<file path="config.mk">
export PLATFORM = sky130hd
export DESIGN_NAME = pes_elevator_call_sched
export DESIGN_NICKNAME = d
export VERILOG_FILES = /design/src/rtl/pes_elevator_pkg.sv /design/src/rtl/pes_call_debounce.sv /design/src/rtl/pes_elevator_call_sched.sv
export SDC_FILE = /design/constraint.sdc
export NUM_CORES = 1
export LEC_CHECK = 0
export BUFFER_PORTS_ARGS = -buffer_cell sky130_fd_sc_hd__buf_2
export CAP_MARGIN = 20
export CORE_MARGIN = 2
export CORE_UTILIZATION = 60
export CTS_BUF_LIST = sky130_fd_sc_hd__clkbuf_8
export DETAILED_ROUTE_END_ITERATION = 10
export PLACE_DENSITY_LB_ADDON = 0.25
export SLEW_MARGIN = 10
export SYNTH_ARGS = -nofsm -noshare
export SYNTH_HDL_FRONTEND = slang
export SYNTH_SLANG_ARGS = --single-unit
export TNS_END_PERCENT = 5
</file>
<file path="constraint.sdc">
create_clock -name clk -period 4.9 [get_ports clk]
set_input_delay 1.47 -clock clk [delete_from_list [all_inputs] [get_ports clk]]
set_output_delay 1.47 -clock clk [all_outputs]
set_load 0.03 [all_outputs]
</file>
<file path="src/rtl/pes_elevator_pkg.sv">
// pes_elevator_pkg: shared scheduler state encoding, floor sizing defaults and floor index type.
package pes_elevator_pkg;
  localparam int NUM_FLOORS = 8;
  localparam int FLOOR_W = 3;
  typedef logic [FLOOR_W-1:0] floor_t;
  typedef enum logic [1:0] {IDLE, SELECT, ISSUE, CLEAR} state_t;
endpackage

</file>
<file path="src/rtl/pes_call_debounce.sv">
// pes_call_debounce: per-bit 2-flop synchronizer followed by a stable-sample counter filter.
module pes_call_debounce #(
  parameter int WIDTH = 8,
  parameter int CYCLES = 16
) (
  input  logic             clk,
  input  logic             rst_n,
  input  logic [WIDTH-1:0] din,
  output logic [WIDTH-1:0] dout
);
  localparam int CW = $clog2(CYCLES + 1);
  logic [WIDTH-1:0] s1, s2;
  always_ff @(posedge clk or negedge rst_n)
    if (!rst_n) begin
      s1 <= '0;
      s2 <= '0;
    end else begin
      s1 <= din;
      s2 <= s1;
    end
  for (genvar i = 0; i < WIDTH; i++) begin : g_bit
    logic [CW-1:0] cnt;
    logic q;
    // the level flips only after CYCLES consecutive samples disagree with it
    always_ff @(posedge clk or negedge rst_n)
      if (!rst_n) begin
        cnt <= '0;
        q <= 1'b0;
      end else if (s2[i] == q) cnt <= '0;
      else if (cnt == CW'(CYCLES - 1)) begin
        cnt <= '0;
        q <= s2[i];
      end else cnt <= cnt + CW'(1);
    assign dout[i] = q;
  end
endmodule

</file>
<file path="src/rtl/pes_elevator_call_sched.sv">
// pes_elevator_call_sched: latches floor calls and dispatches SCAN-ordered targets to the core.
// Optional PES_CALL_DEBOUNCE_EN filters call buttons through pes_call_debounce before edge detection.
module pes_elevator_call_sched
  import pes_elevator_pkg::*;
#(
  parameter int NUM_FLOORS = pes_elevator_pkg::NUM_FLOORS,
  parameter int FLOOR_W = pes_elevator_pkg::FLOOR_W,
  parameter int DEBOUNCE_CYCLES = 16
) (
  input  logic                  clk,
  input  logic                  reset,
  input  logic [NUM_FLOORS-1:0] call_btn,
  input  logic [FLOOR_W-1:0]    cur_floor,
  input  logic                  complete,
  input  logic                  over_weight,
  output logic                  req_valid,
  output logic [FLOOR_W-1:0]    request_floor,
  output logic [NUM_FLOORS-1:0] pending,
  output logic                  dir_up,
  output logic                  busy
);
  state_t state;
  logic [NUM_FLOORS-1:0] btn_f, btn_prev, rise, clr_mask, pend_nxt;
  logic [FLOOR_W-1:0] cf, up_idx, dn_idx, target;
  logic up_f, dn_f, here;
`ifdef PES_CALL_DEBOUNCE_EN
  pes_call_debounce #(.WIDTH(NUM_FLOORS), .CYCLES(DEBOUNCE_CYCLES)) u_debounce (
    .clk(clk), .rst_n(reset), .din(call_btn), .dout(btn_f)
  );
`else
  assign btn_f = call_btn;
`endif
  if (DEBOUNCE_CYCLES < 1 || NUM_FLOORS > (1 << FLOOR_W)) begin : g_bad_params
    $error("pes_elevator_call_sched: inconsistent parameters");
  end
  // a call landing on the floor being cleared is dropped: the car is already there
  assign rise = btn_f & ~btn_prev;
  assign clr_mask = (state == CLEAR) ? NUM_FLOORS'(1) << request_floor : '0;
  assign pend_nxt = (pending | rise) & ~clr_mask;
  assign cf = (int'(cur_floor) >= NUM_FLOORS) ? FLOOR_W'(NUM_FLOORS - 1) : cur_floor;
  assign here = pending[cf];
  always_comb begin
    up_f = 1'b0;
    dn_f = 1'b0;
    up_idx = '0;
    dn_idx = '0;
    for (int i = NUM_FLOORS - 1; i >= 0; i--)
      if (pending[i] && i > int'(cf)) begin
        up_f = 1'b1;
        up_idx = FLOOR_W'(i);
      end
    for (int i = 0; i < NUM_FLOORS; i++)
      if (pending[i] && i < int'(cf)) begin
        dn_f = 1'b1;
        dn_idx = FLOOR_W'(i);
      end
  end
  assign target = here ? cf : dir_up ? (up_f ? up_idx : dn_idx) : (dn_f ? dn_idx : up_idx);
  assign busy = state != IDLE;
  always_ff @(posedge clk or negedge reset)
    if (!reset) begin
      state <= IDLE;
      pending <= '0;
      btn_prev <= '0;
      req_valid <= 1'b0;
      request_floor <= '0;
      dir_up <= 1'b1;
    end else begin
      btn_prev <= btn_f;
      pending <= pend_nxt;
      case (state)
        IDLE: if (pending != '0 && !over_weight) state <= SELECT;
        SELECT:
          if (pending == '0 || over_weight) state <= IDLE;
          else begin
            request_floor <= target;
            req_valid <= 1'b1;
            dir_up <= here ? dir_up : dir_up ? up_f : !dn_f;
            state <= ISSUE;
          end
        ISSUE:
          if (complete) begin
            req_valid <= 1'b0;
            state <= CLEAR;
          end
        CLEAR: state <= (pend_nxt != '0) ? SELECT : IDLE;
        default: state <= IDLE;
      endcase
    end
endmodule

</file>
* Word-level counts from Yosys, hierarchy flattened
Cells that the tools add are included.
Operators by class: order comparisons 15, equal/unequal tests 6, shift operators 1, mux-type cells 43, bitwise operators 7, reduce and logical (&&, ||, !) cells 28
Operators with widths (number):
- $mux 3 | 16
- $mux 1 | 20
- $and 8x8->8 | 2
- $not 8->8 | 2
- $reduce_bool 8->1 | 2
- $logic_and 1x1->1 | 15
- $gt 3x3->1 const A | 4
- $lt 3x3->1 const A | 3
- $logic_not 8->1 | 1
- $mux 8 | 1
- $or 8x8->8 | 1
- $pmux 2 s4 | 1
- $shl 1x3->8 const A | 1
- $gt 2x3->1 const A | 2
- $lt 1x3->1 const A | 2
- $lt 2x3->1 const A | 2
- $mux 2 | 3
- $ne 2x2->1 const B | 3
- $reduce_and 3->1 | 2
- $eq 2x2->1 const B | 2
- $lt 3x4->1 const B | 1
- $reduce_and 2->1 | 2
- $reduce_bool 2->1 | 2
- $bmux 1 s3 | 1
- other kinds (7) | 9
Word-level totals: register bits 23, bits of input ports 15, output and inout port bits 14, logic and storage cells 106

* Logic depth before layout (Yosys ltp)
depth in word-level cells 12, gate-level depth with buffers 8, gate-level depth less buffers 6

* Worst setup path before layout
OpenSTA, ideal clock, no wires.
kind input port to flip-flop, start point in cur_floor[0], end point reg dir_up, library setup time 0.064 ns, arrival time 2.763 ns, required time 4.836 ns, path slack 2.073 ns, stages on the path 6, cells stage by stage buf_6 mux4_2 nand2b_2 nand2_2 or4_1 nand3_1
Between the ends: cells in the longest elaborated chain, start to end 11
RTL lines:
- from (decl) | line pes_elevator_call_sched.sv:13 | input logic [FLOOR_W-1:0] cur_floor,
- $lt 1x3->1 | line pes_elevator_call_sched.sv:53 | if (pending[i] && i < int'(cf)) begin
- $logic_and 1x1->1 | line pes_elevator_call_sched.sv:53
- $mux 1 (7 in series) | line pes_elevator_call_sched.sv:53
- $logic_not 1->1 | line pes_elevator_call_sched.sv:78 | dir_up <= here ? dir_up : dir_up ? up_f : !dn_f;
- $mux 1 | line pes_elevator_call_sched.sv:78
- to (signal assigned) | line pes_elevator_call_sched.sv:78
- to (decl) | line pes_elevator_call_sched.sv:19 | output logic dir_up,
Parallel ways exist; a longest one is shown, timed or not. The select of a mux whose other input is x is not followed. A chain may end at the register's enable or synchronous reset.

* Final worst setup path
start point in cur_floor[0], end point reg request_floor[1]
Between the ends: cells in the longest elaborated chain, start to end 12
RTL lines:
- $gt 3x3->1 / $lt 1x3->1 (equally long branches) | line pes_elevator_call_sched.sv:48, pes_elevator_call_sched.sv:53
- $logic_and 1x1->1 (on tied branches) | line pes_elevator_call_sched.sv:48, pes_elevator_call_sched.sv:53
- $mux 3 (tied with other cells) (7 in series) | line pes_elevator_call_sched.sv:48 | if (pending[i] && i > int'(cf)) begin
- $mux 3 (2 in series) | line pes_elevator_call_sched.sv:58 | assign target = here ? cf : dir_up ? (up_f ? up_idx : dn_idx) : (dn_f ? dn_idx : up_idx);
- $mux 3 (*) | line pes_elevator_call_sched.sv:58
- to (signal assigned) | line pes_elevator_call_sched.sv:76 | request_floor <= target;
- to (decl) | line pes_elevator_call_sched.sv:17 | output logic [FLOOR_W-1:0] request_floor,
Every way passes the cells marked *; elsewhere a longest branch is shown, timed or not. The select of a mux whose other input is x is not followed.

==> impl_metrics.json <==
{
  "skew_ns": 0.00216,
  "fin_crit_sh_pct": 59.9,
  "total_leakage_power_nw": 0.652,
  "core_area_um2": 2170,
  "fin_nets": 190,
  "rsz0062_at_grt": "false",
  "dr.pass1.iters": 5,
  "drv_cap": 0,
  "port_buffers": 28,
  "startpoint_type": "input port",
  "antenna_found_initial": 0,
  "die_y_um": 51.5,
  "dieWidth_um": 51.5,
  "fmax_mhz": 341,
  "synth_top_cell_by_area": "dfrtp_1",
  "initialDrtViolationCount": 61,
  "grt_use_total_pct": 28.1,
  "synth-seq-cells": 23,
  "pwr-share-clk_pct": 15.8,
  "grt_max_degree": 24,
  "worst_setup_path_end_kind": "flip-flop",
  "dp_hpwl_mm": 2.57,
  "wire_per_inst_um": 17.0,
  "final_util_pct": 70.2,
  "async_flop_share_pct": 100,
  "worst_pin_slew_ns": 0.515,
  "synth_top_area_share_pct": 40.7,
  "diodes": 0,
  "cts_max_level": 1,
  "die-area_um2": 2650,
  "cts_hold_buffers": 0,
  "final_antenna_net_count": 0,
  "finalHoldViolations": 0,
  "setup_viol": 0,
  "p_switching_mw": 0.343,
  "path_max_fanout": 18,
  "avgSynthCellArea_um2": 8.97,
  "routabilityCongestion": 0.866,
  "critPathRequiredTime_ns": 5.04,
  "grt_pass1_wl_mm": 5.63,
  "synth.cell_area_um2": 1350,
  "post_cts_buffers": 0,
  "cts_resized": 0,
  "clkTransAtPathRegs_ns": 0.08,
  "p_int_mw": 0.398,
  "vias": 1320,
  "status": "finished, final reports clean",
  "p_seq_share_pct": 43.0,
  "wl_mm": 3.44,
  "syn-instance-count": 151,
  "critical_path.top_delay_family": "simple AND/OR/NAND/NOR gates",
  "drive_gt1_share_pct": 24.7,
  "cts_buffers": 3,
  "clock_path_buffers": 2,
  "fillers": 183,
  "crit_type": "in -> reg",
  "p_per_area_nw_per_um2": 486,
  "crit_chain": "buf_2 > or3b_2 > nand4_1 > o31ai_2 > a221oi_1 > o31ai_1",
  "vias_per_cell": 6.53,
  "ys_types": 50,
  "ys_warn_count": 0,
  "irDropWorstVdd_mv": 0.422,
  "io_pins": 29,
  "synthToLayoutAreaGrowth_pct": 12.6,
  "ys_top_cells_by_area": "dfrtp_1 41%, a21oi_1 7.4%, inv_1 3.6%, o21ai_0 3.0%, nand2_1 2.8%",
  "min_path_type": "reg -> reg",
  "first_global_vias": 1251,
  "cts_sinks": 23,
  "drcViolationCount": 0,
  "clkLatencyLatePin_ns": 0.26,
  "syn_nets": 166,
  "relSlewSlack_pct": 65.2,
  "row_count": 17,
  "cts_tree": "built",
  "gr-total-overflow": 0,
  "critPathBufInv": 1,
  "ys.flop_type": "dfrtp_1",
  "layout_min_cycle_time_ns": 2.94,
  "comb_power_share_pct": 41.1,
  "swShare_pct": 46.3,
  "cp.arrival_ns": 3.07,
  "synth_edf_count": 0,
  "start_util_pct": 62.4,
  "root_buffer": "clkbuf_8",
  "setup_tns_ns": 0,
  "crit_path_top_delay_cell": "or3b_2",
  "maxSlewViolCount": 0,
  "ys_seq_area_share_pct": 42.6,
  "p_total_mw": 0.741,
  "critPathMaxStageDelay_ns": 0.54
}
-- final timing paths --
check                                 startpoint               end  slack (ns)  depth (start not counted)
worst max-delay path                cur_floor[0]  request_floor[1]        1.96                          6
worst min-delay path            request_floor[2]  request_floor[2]        0.55                          1
worst max register to register        pending[5]  request_floor[1]        2.85                          5
worst min register to register  request_floor[2]  request_floor[2]        0.55                          1
max in group asynchronous                  reset            dir_up        3.37                          1
min in group asynchronous                  reset       btn_prev[5]        1.16                          1
-- kinds of logic after synthesis --
| kind of cell | share of synthesized area (%) |
|---|---|
| AO/OA/AOI/OAI | 28.6 |
| buffers and inverters | 7.39 |
| flip-flops | 42.6 |
| multiplexers | 3.23 |
| AND/OR/NAND/NOR | 18.2 |
-- routing by layer --
metal / global-route usage [%] / up-vias / wire length [um]
li1: - / 605 / -
met1: 38.3 / 627 / 1470
met2: 47.4 / 84 / 1620
met3: 5.17 / 4 / 313
met4: 4.82 / 0 / 31
met5: 0 / - / 0
-- stage by stage --
stage	area (um2)	hold WS, ns	instances	setup slack, ns
after CTS	1520	0.545	202	1.99
final	1520	0.546	202	1.96
after floorplan	1350	0.547	151	2.07
after global routing	1520	0.553	202	1.82
after detailed placement	1480	0.525	198	1.72
after global placement	1480	0.512	198	1.83
-- Yosys cell counts, drive strengths merged (4+ instances only) --
library cell and count:
inv 13, a211oi 4, dfrtp 22, clkbuf 4, buf 5, a21oi 20
nand3 4, o21ai 8, nor2 7, nand2 11
-- layout by cell type (no fill, tap or decap), types with 2 or more instances in the layout --
| cell | count |
|---|---|
| buf_2 | 28 |
| dfrtp_1 | 22 |
| a21oi_1 | 20 |
| inv_1 | 13 |
| nand2_1 | 10 |
| o21ai_0 | 8 |
| nor2_1 | 7 |
| a211oi_1 | 4 |
| nand3_1 | 4 |
| nor2b_1 | 3 |
| a31oi_1 | 3 |
| nand4_1 | 3 |
| clkbuf_8 | 3 |
| nand4b_1 | 2 |
| nor4_1 | 2 |
| a21boi_0 | 2 |
| nand2b_1 | 2 |
| o2bb2ai_1 | 2 |
| and2_1 | 2 |
| o22ai_1 | 2 |
| a221oi_1 | 2 |
| a21o_1 | 2 |
| nor3_1 | 2 |
| o211ai_1 | 2 |
-- power by group through the flow --
stage          Clock [mW]  Combinational [mW]  Sequential [mW]
2_1_floorplan           0               0.170            0.354
3_3_place_gp            0               0.292            0.315
3_5_place_dp            0               0.302            0.320
4_1_cts             0.118               0.303            0.316
5_1_grt             0.125               0.330            0.325
6_report            0.117               0.305            0.319
-- layout make-up --
type                       count  area, um2  area share [%]
sequential                    23        577            37.8
clock buffer                   3       41.3            2.71
multi-input combinational    106        677            44.4
clock inverter                 1       5.00           0.328
timing repair buffer          28        140            9.20
tap                           28       35.0            2.30
inverter                      13       48.8            3.20
-- flip-flops by register name, indices dropped and copies added (netlist names), named ones only --
register and count:
btn_prev 8, dir_up 1, pending 8, req_valid 1, request_floor 3, state 1
Note: power is estimated with default switching activity, not from simulation.
